## src/rtl/filler_pkg.sv

```systemverilog
// Shared encodings for the fill/border control block: fill modes, register map, STATUS layout, FSM states.
// Pure definitions; no logic, no latency, no flow control.
package filler_pkg;

  localparam int CNT_W        = 12;
  localparam int ST_LINES_LSB = 0;
  localparam int ST_SHORT_LSB = 12;
  localparam int ST_IRQ_BIT   = 24;

  typedef enum logic [1:0] {
    MODE_RSVD   = 2'b00,
    MODE_BLACK  = 2'b01,
    MODE_WHITE  = 2'b10,
    MODE_CUSTOM = 2'b11
  } fill_mode_e;

  typedef enum logic [1:0] {
    REG_CTRL   = 2'd0,
    REG_COLOR  = 2'd1,
    REG_STATUS = 2'd2,
    REG_FRAMES = 2'd3
  } reg_addr_e;

  typedef enum logic {
    ST_OFF = 1'b0,
    ST_ON  = 1'b1
  } fsm_state_e;

  // The reserved mode code is treated as black everywhere it is committed or compared.
  function automatic logic [1:0] norm_mode(input logic [1:0] mode);
    return (mode == MODE_RSVD) ? MODE_BLACK : mode;
  endfunction

endpackage

```

## src/rtl/filler_ctrl_if.sv

```systemverilog
// Register bus, sensor sync inputs and filler control outputs of filler_ctrl.
// master = CPU/sensor side, slave = filler_ctrl.
interface filler_ctrl_if;
  logic        cfg_wr;
  logic        cfg_rd;
  logic [1:0]  cfg_addr;
  logic [31:0] cfg_wdata;
  logic [31:0] cfg_rdata;
  logic        pre_vs;
  logic        pre_de;
  logic        fill_en;
  logic [1:0]  fill_mode;
  logic [23:0] fill_color;
  logic        busy;
  logic        irq;

  modport master (
    output cfg_wr, cfg_rd, cfg_addr, cfg_wdata, pre_vs, pre_de,
    input  cfg_rdata, fill_en, fill_mode, fill_color, busy, irq
  );

  modport slave (
    input  cfg_wr, cfg_rd, cfg_addr, cfg_wdata, pre_vs, pre_de,
    output cfg_rdata, fill_en, fill_mode, fill_color, busy, irq
  );
endinterface

```

## src/rtl/filler_ctrl_line_meter.sv

```systemverilog
// Measures line lengths from pre_de, counts lines/short lines, latches both into STATUS on vs_pedge.
// STATUS valid the cycle after vs_pedge; no flow control, every pixel cycle is consumed.
module filler_ctrl_line_meter
  import filler_pkg::*;
#(
  parameter logic [CNT_W-1:0] H_DISP = 12'd1280
) (
  input  logic             pre_clk,
  input  logic             rst_n,
  input  logic             pre_de_i,
  input  logic             vs_pedge_i,
  output logic [CNT_W-1:0] st_lines_o,
  output logic [CNT_W-1:0] st_short_o,
  output logic             frame_short_o
);

  logic             de_d1_q;
  logic [CNT_W-1:0] pix_q, pix_d;
  logic [CNT_W-1:0] line_q, line_d;
  logic [CNT_W-1:0] short_q, short_d;
  logic [CNT_W-1:0] st_lines_q, st_short_q;
  logic             de_pedge, de_nedge;

  assign de_pedge = pre_de_i & ~de_d1_q;
  assign de_nedge = ~pre_de_i & de_d1_q;

  // line_d/short_d include a line ending this cycle, so a coincident vs_pedge latches it.
  always_comb begin
    pix_d   = pix_q;
    line_d  = line_q;
    short_d = short_q;
    if (de_pedge) begin
      pix_d = {{(CNT_W-1){1'b0}}, 1'b1};
    end else if (pre_de_i && (pix_q != '1)) begin
      pix_d = pix_q + 1'b1;
    end
    if (de_nedge) begin
      if (line_q != '1) line_d = line_q + 1'b1;
      if ((pix_q < H_DISP) && (short_q != '1)) short_d = short_q + 1'b1;
    end
  end

  always_ff @(posedge pre_clk or negedge rst_n) begin
    if (!rst_n) begin
      de_d1_q    <= 1'b0;
      pix_q      <= '0;
      line_q     <= '0;
      short_q    <= '0;
      st_lines_q <= '0;
      st_short_q <= '0;
    end else begin
      de_d1_q <= pre_de_i;
      pix_q   <= pix_d;
      if (vs_pedge_i) begin
        st_lines_q <= line_d;
        st_short_q <= short_d;
        line_q     <= '0;
        short_q    <= '0;
      end else begin
        line_q  <= line_d;
        short_q <= short_d;
      end
    end
  end

  assign st_lines_o    = st_lines_q;
  assign st_short_o    = st_short_q;
  assign frame_short_o = (short_d != '0);

endmodule

```

## src/rtl/filler_ctrl.sv

```systemverilog
// Shadow register file with frame-synchronous commit of fill enable/mode/colour, hold FSM and short-line IRQ.
// Commit visible the cycle after pre_vs rises, reads one cycle after cfg_rd; no backpressure.
module filler_ctrl
  import filler_pkg::*;
#(
  parameter logic [11:0] H_DISP     = 12'd1280,
  parameter logic [3:0]  MIN_FRAMES = 4'd4
) (
  input  logic         pre_clk,
  input  logic         rst_n,
  filler_ctrl_if.slave bus
);

  logic             vs_d1_q, vs_pedge;
  logic             sh_en_q, sh_irq_en_q;
  logic [1:0]       sh_mode_q;
  logic [23:0]      sh_color_q;
  logic             fill_en_q;
  logic [1:0]       fill_mode_q;
  logic [23:0]      fill_color_q;
  logic [3:0]       hold_q;
  fsm_state_e       state_q;
  logic [15:0]      frames_q;
  logic             irq_q, irq_set, irq_clr, frames_clr;
  logic [31:0]      rdata_q, rdata_d;
  logic [CNT_W-1:0] st_lines, st_short;
  logic             frame_short;
  logic             unused_wdata;

  assign vs_pedge     = bus.pre_vs & ~vs_d1_q;
  assign irq_set      = vs_pedge & sh_irq_en_q & frame_short;
  assign irq_clr      = bus.cfg_wr & (bus.cfg_addr == REG_STATUS) & bus.cfg_wdata[ST_IRQ_BIT];
  assign frames_clr   = bus.cfg_wr & (bus.cfg_addr == REG_FRAMES);
  assign unused_wdata = ^bus.cfg_wdata[31:25];

  filler_ctrl_line_meter #(.H_DISP(H_DISP)) u_meter (
    .pre_clk       (pre_clk),
    .rst_n         (rst_n),
    .pre_de_i      (bus.pre_de),
    .vs_pedge_i    (vs_pedge),
    .st_lines_o    (st_lines),
    .st_short_o    (st_short),
    .frame_short_o (frame_short)
  );

  always_comb begin
    rdata_d = '0;
    case (bus.cfg_addr)
      REG_CTRL:  rdata_d[3:0]  = {sh_irq_en_q, sh_mode_q, sh_en_q};
      REG_COLOR: rdata_d[23:0] = sh_color_q;
      REG_STATUS: begin
        rdata_d[ST_LINES_LSB +: CNT_W] = st_lines;
        rdata_d[ST_SHORT_LSB +: CNT_W] = st_short;
        rdata_d[ST_IRQ_BIT]            = irq_q;
      end
      default:   rdata_d[15:0] = frames_q;
    endcase
  end

  // Commit samples the shadows before a same-cycle write lands, deferring that write a frame.
  always_ff @(posedge pre_clk or negedge rst_n) begin
    if (!rst_n) begin
      vs_d1_q      <= 1'b0;
      sh_en_q      <= 1'b0;
      sh_irq_en_q  <= 1'b0;
      sh_mode_q    <= 2'b00;
      sh_color_q   <= '0;
      fill_mode_q  <= MODE_BLACK;
      fill_color_q <= '0;
      frames_q     <= '0;
      irq_q        <= 1'b0;
      rdata_q      <= '0;
    end else begin
      vs_d1_q <= bus.pre_vs;
      if (bus.cfg_wr) begin
        case (bus.cfg_addr)
          REG_CTRL: begin
            sh_en_q     <= bus.cfg_wdata[0];
            sh_mode_q   <= bus.cfg_wdata[2:1];
            sh_irq_en_q <= bus.cfg_wdata[3];
          end
          REG_COLOR: sh_color_q <= bus.cfg_wdata[23:0];
          default: ;
        endcase
      end
      if (vs_pedge) begin
        fill_mode_q  <= norm_mode(sh_mode_q);
        fill_color_q <= sh_color_q;
      end
      if (frames_clr)                 frames_q <= '0;
      else if (vs_pedge && fill_en_q) frames_q <= frames_q + 16'd1;
      if (irq_set)      irq_q <= 1'b1;
      else if (irq_clr) irq_q <= 1'b0;
      if (bus.cfg_rd) rdata_q <= rdata_d;
    end
  end

  always_ff @(posedge pre_clk or negedge rst_n) begin
    if (!rst_n) begin
      state_q   <= ST_OFF;
      fill_en_q <= 1'b0;
      hold_q    <= '0;
    end else if (vs_pedge) begin
      case (state_q)
        ST_OFF: begin
          if (sh_en_q) begin
            state_q   <= ST_ON;
            fill_en_q <= 1'b1;
            hold_q    <= MIN_FRAMES - 4'd1;
          end
        end
        ST_ON: begin
          if (hold_q != 4'd0) begin
            hold_q <= hold_q - 4'd1;
          end else if (!sh_en_q) begin
            state_q   <= ST_OFF;
            fill_en_q <= 1'b0;
          end
        end
        default: begin
          state_q   <= ST_OFF;
          fill_en_q <= 1'b0;
        end
      endcase
    end
  end

  assign bus.fill_en    = fill_en_q;
  assign bus.fill_mode  = fill_mode_q;
  assign bus.fill_color = fill_color_q;
  assign bus.busy       = (sh_en_q != fill_en_q) | (norm_mode(sh_mode_q) != fill_mode_q) |
                          (sh_color_q != fill_color_q);
  assign bus.irq        = irq_q;
  assign bus.cfg_rdata  = rdata_q;

endmodule

```

## src/flat_wrapper.sv

```systemverilog
// flat-port wrapper written by rule: the top's interface ports become plain ports
module filler_ctrl_flat import filler_pkg::*;
#(
  parameter logic [11:0] H_DISP     = 12'd1280,
  parameter logic [3:0]  MIN_FRAMES = 4'd4
)
  (pre_clk, rst_n, bus_cfg_wr, bus_cfg_rd, bus_cfg_addr, bus_cfg_wdata, bus_pre_vs, bus_pre_de, bus_cfg_rdata, bus_fill_en, bus_fill_mode, bus_fill_color, bus_busy, bus_irq);
  filler_ctrl_if bus_i ();
  input  logic pre_clk;
  input  logic rst_n;
  input wire logic [$bits(bus_i.cfg_wr)-1:0] bus_cfg_wr;
  input wire logic [$bits(bus_i.cfg_rd)-1:0] bus_cfg_rd;
  input wire logic [$bits(bus_i.cfg_addr)-1:0] bus_cfg_addr;
  input wire logic [$bits(bus_i.cfg_wdata)-1:0] bus_cfg_wdata;
  input wire logic [$bits(bus_i.pre_vs)-1:0] bus_pre_vs;
  input wire logic [$bits(bus_i.pre_de)-1:0] bus_pre_de;
  output wire logic [$bits(bus_i.cfg_rdata)-1:0] bus_cfg_rdata;
  output wire logic [$bits(bus_i.fill_en)-1:0] bus_fill_en;
  output wire logic [$bits(bus_i.fill_mode)-1:0] bus_fill_mode;
  output wire logic [$bits(bus_i.fill_color)-1:0] bus_fill_color;
  output wire logic [$bits(bus_i.busy)-1:0] bus_busy;
  output wire logic [$bits(bus_i.irq)-1:0] bus_irq;
  assign bus_i.cfg_wr = bus_cfg_wr;
  assign bus_i.cfg_rd = bus_cfg_rd;
  assign bus_i.cfg_addr = bus_cfg_addr;
  assign bus_i.cfg_wdata = bus_cfg_wdata;
  assign bus_i.pre_vs = bus_pre_vs;
  assign bus_i.pre_de = bus_pre_de;
  assign bus_cfg_rdata = bus_i.cfg_rdata;
  assign bus_fill_en = bus_i.fill_en;
  assign bus_fill_mode = bus_i.fill_mode;
  assign bus_fill_color = bus_i.fill_color;
  assign bus_busy = bus_i.busy;
  assign bus_irq = bus_i.irq;
  filler_ctrl #(.H_DISP(H_DISP), .MIN_FRAMES(MIN_FRAMES)) u_core (.pre_clk(pre_clk), .rst_n(rst_n), .bus(bus_i));
endmodule
```

## config.mk

```make
export PLATFORM = sky130hd
export DESIGN_NAME = filler_ctrl_flat
export DESIGN_NICKNAME = d
export VERILOG_FILES = /design/src/rtl/filler_pkg.sv /design/src/rtl/filler_ctrl_if.sv /design/src/rtl/filler_ctrl_line_meter.sv /design/src/rtl/filler_ctrl.sv /design/src/flat_wrapper.sv
export SDC_FILE = /design/constraint.sdc
export NUM_CORES = 1
export LEC_CHECK = 0
export CORE_UTILIZATION = 35
export DETAILED_ROUTE_END_ITERATION = 10
export HOLD_SLACK_MARGIN = 0.06
export PLACE_DENSITY = 0.57
export SYNTH_ARGS = -nofsm -noshare
export SYNTH_HDL_FRONTEND = slang
export SYNTH_SLANG_ARGS = --single-unit
```

## constraint.sdc

```tcl
create_clock -name pre_clk -period 3.79 [get_ports pre_clk]
set_input_delay 0.758 -clock pre_clk [delete_from_list [all_inputs] [get_ports pre_clk]]
set_output_delay 0.758 -clock pre_clk [all_outputs]
set_load 0.01 [all_outputs]
```

==> impl_metrics.ini <==
[logic_synthesis]
synth_adder_area_share = 0.01779
synth.area.top_cells = dfrtp_1 (53%), nand2_1 (7.3%), mux2_2 (6.7%), o21ai_0 (3.8%), xor2_1 (3.4%)
yosysWarnings = 0
synth-xor-area-share = 0.06681
syn_inst = 767
syn_area_per_cell_sq_um = 10.08
synth_top_area_cell = dfrtp_1
synth_area_sq_um = 7735
synth.mux.area_fraction = 0.07797
synth_top_area_share = 0.5273
synth_compound_area_frac = 0.09981
netlist_top_cells_count = dfrtp_1 (163), nand2_1 (150), o21ai_0 (59)
synth_edf_count = 0
synth_seq_area_share = 0.5307
synth_top_family_by_area = simple AND/OR/NAND/NOR gates
ys_seq_elements = 164
synthDistinctLibCells = 51
yosysMostFrequentCell = dfrtp_1
synth-simple-area-share = 0.1734
ys_async_sr_fraction = 1.000
ys.flop_type = dfrtp_1

[placed_design]
placed_cell_area_sq_um = 8880
globalplace.congestion = 0.8030
dpl.hpwl_um = 12850
numPortBuffers = 86

[critical_path]
r2r_end = u_core.bus.irq
crit_path_end_kind = output pin
crit_chain = xnor2_1 > nand4_1 > nor4_1 > nand4_1 > clkdlybuf4s50_1
critPathTopFamily = simple AND/OR/NAND/NOR gates
rr_worst_depth = 7
crit_fanout = 4
crit_top_cell = nand4_1
cpMaxStageDelayCell = clkdlybuf4s50_1
crit_arrival_ns = 2.22
required_ns = 3.03
r2r_slack_ns = 1.40
critical_path.max_stage_delay_ns = 0.52
worst-path-buf-inv = 1
regToRegStartpoint = u_core.u_meter.short_q[0]
worstSetupPathType = flip-flop to output pin
start_kind = flip-flop

[cts]
clkLatencyLatePin_ns = 0.43
numCtsBuffers = 17
htree_levels = 4
cts_buffer_depth = 2
postCtsSetupBuffers = 0
cts-root-buf = clkbuf_16
post_cts_resized = 0
tritoncts = built
holdBufCountCts = 0
clk_pin_slew_worst_paths_ns = 0.07
clock-sinks = 164

[global_route]
grt_pass1_wl_um = 29780
grt_usage = 0.1730
grt_pass1_vias = 5484
grt_overflow = 0
antenna_found_initial = 0
grt_max_degree = 76

[timing]
slew_violations = 0
fin_setup_tns_ns = 0
slew_headroom = 0.3838
setup_viol = 0
fmax_mhz = 335.9
finalCritPeriodShare = 0.7856
skew_ns = 0.008545
worst_slew_pin_slew_ns = 0.9243
grt_setup_unrepaired = false
min_period_ns = 2.977
finalHoldViolations = 0

[floorplanning]
die_y_um = 150.7
fp.dieW_um = 150.7
fp.coreArea_sq_um = 21760
initial_core_util = 0.3555
pin_count = 101
die-area_sq_um = 22700
rows = 54

[finish]
syn2layout_area_growth_pct = 22.52
drive_above_1_share = 0.1153
antenna_cells = 0
design_area_sq_um = 9477
fin_nets = 897
fillerInstances = 2052

[drt]
drcViolationCount = 0
via_per_inst = 5.008
wirelength_um = 18510
vias = 5704
first_iter_violations = 348
dr.pass1.iters = 5
ant_nets = 0
wire_per_inst_um = 16.25

[power_and_ir_drop]
ir_drop_uv = 248.2
leakage_uw = 0.004079
clockPowerShare = 0.372
power_frac_seq = 0.459
p_switching_uw = 1392
combPwrFrac = 0.169
internal_power_uw = 3321
switching_share = 0.2954
power_density_nw_per_um2 = 497.3

[run]
drv_cap = 0

[status]
status = finished clean

[min_path]
hold_path_class = input pin to asynchronous set/reset pin
-- metal layers --
metal  vias up  wire length, um  part of all wire  GRT usage
met4         0              250             0.014    0.05400
li1       2787                -                 -          -
met1      2770             8818              0.48     0.2398
met5         -                0                 0          0
met3        22              691             0.037    0.03364
met2       125             8745              0.47     0.2717
-- per-stage QoR --
stage	std cells	utilization	hold WS, ns	total power, uW	worst slack (ns)
2_1_floorplan	773	-	0.4495	2581	1.400
3_3_place_gp	1107	0.4082	0.4619	2992	0.6111
3_5_place_dp	1107	0.4082	0.4711	3002	0.5864
4_1_cts	1139	0.4356	0.3551	4771	0.7094
5_1_grt	1139	0.4356	0.3784	4948	0.6870
6_report	1139	0.4356	0.3266	4713	0.8126
-- area by class of cell --
| class | instances | area (sq um) | share of cell area |
|---|---|---|---|
| timing repair buffer | 95 | 942.2 | 0.09942 |
| multi-input combinational | 548 | 3407 | 0.3595 |
| tap | 280 | 350.3 | 0.03697 |
| inverter | 20 | 75.07 | 0.007922 |
| sequential | 164 | 4105 | 0.4332 |
| clock buffer | 18 | 439.2 | 0.04634 |
| clock inverter | 14 | 157.7 | 0.01664 |
-- kinds of logic after synthesis --
| logic type | count (synthesis) |
|---|---|
| buffers and inverters | 61 |
| flip-flops | 164 |
| multiplexers | 54 |
| XOR/XNOR | 59 |
| AND/OR/NAND/NOR | 295 |
| AO/OA/AOI/OAI | 122 |
| adder cells (fa/ha/maj) | 11 |
| other | 1 |
-- power by group through the flow --
stage          sequential (uW)  clock [uW]  combinational [uW]
2_1_floorplan             2170           0                 413
3_3_place_gp              2190           0                 799
3_5_place_dp              2190           0                 808
4_1_cts                   2160        1800                 811
5_1_grt                   2190        1870                 887
6_report                  2160        1750                 797
-- worst max path at each step --
stage / slack (ns) / start / to / cells past startpoint
floorplan: 1.40 / bus_pre_de / u_core.bus.irq / 6
global placement: 0.61 / bus_pre_de / u_core.bus.irq / 7
detailed placement: 0.59 / bus_pre_de / u_core.bus.irq / 7
CTS: 0.71 / u_core.sh_color_q[22] / bus_busy / 5
global route: 0.69 / u_core.sh_color_q[22] / bus_busy / 5
finish: 0.81 / u_core.sh_color_q[22] / bus_busy / 5
-- layout by cell type, fill, tap and decap left out, drive strengths merged, types with 6 or more instances in the layout --
cell type,count
dfrtp,163
nand2,150
clkdlybuf4s50,85
o21ai,60
nor2,53
mux2,47
xor2,30
inv,30
xnor2,29
nand3,28
a22oi,21
clkbuf,18
a21oi,13
ha,11
nor4,10
nand4,10
buf,10
o22ai,8
and3,7
mux2i,7
or3,7
conb,7
nor3,6
nor2b,6
-- sequential cells by signal, summed over array words and instances, names as in the netlist, 2 cells and up --
register	cells
u_core.hold_q	4
u_core.sh_mode_q	2
u_core.bus.cfg_rdata	25
u_core.u_meter.st_short_o	12
u_core.u_meter.st_lines_o	12
u_core.bus.fill_mode	2
u_core.bus.fill_color	24
u_core.sh_color_q	24
u_core.u_meter.short_q	12
u_core.frames_q	16
u_core.u_meter.line_q	12
u_core.u_meter.pix_q	12
(Power assumes the default switching activity.)
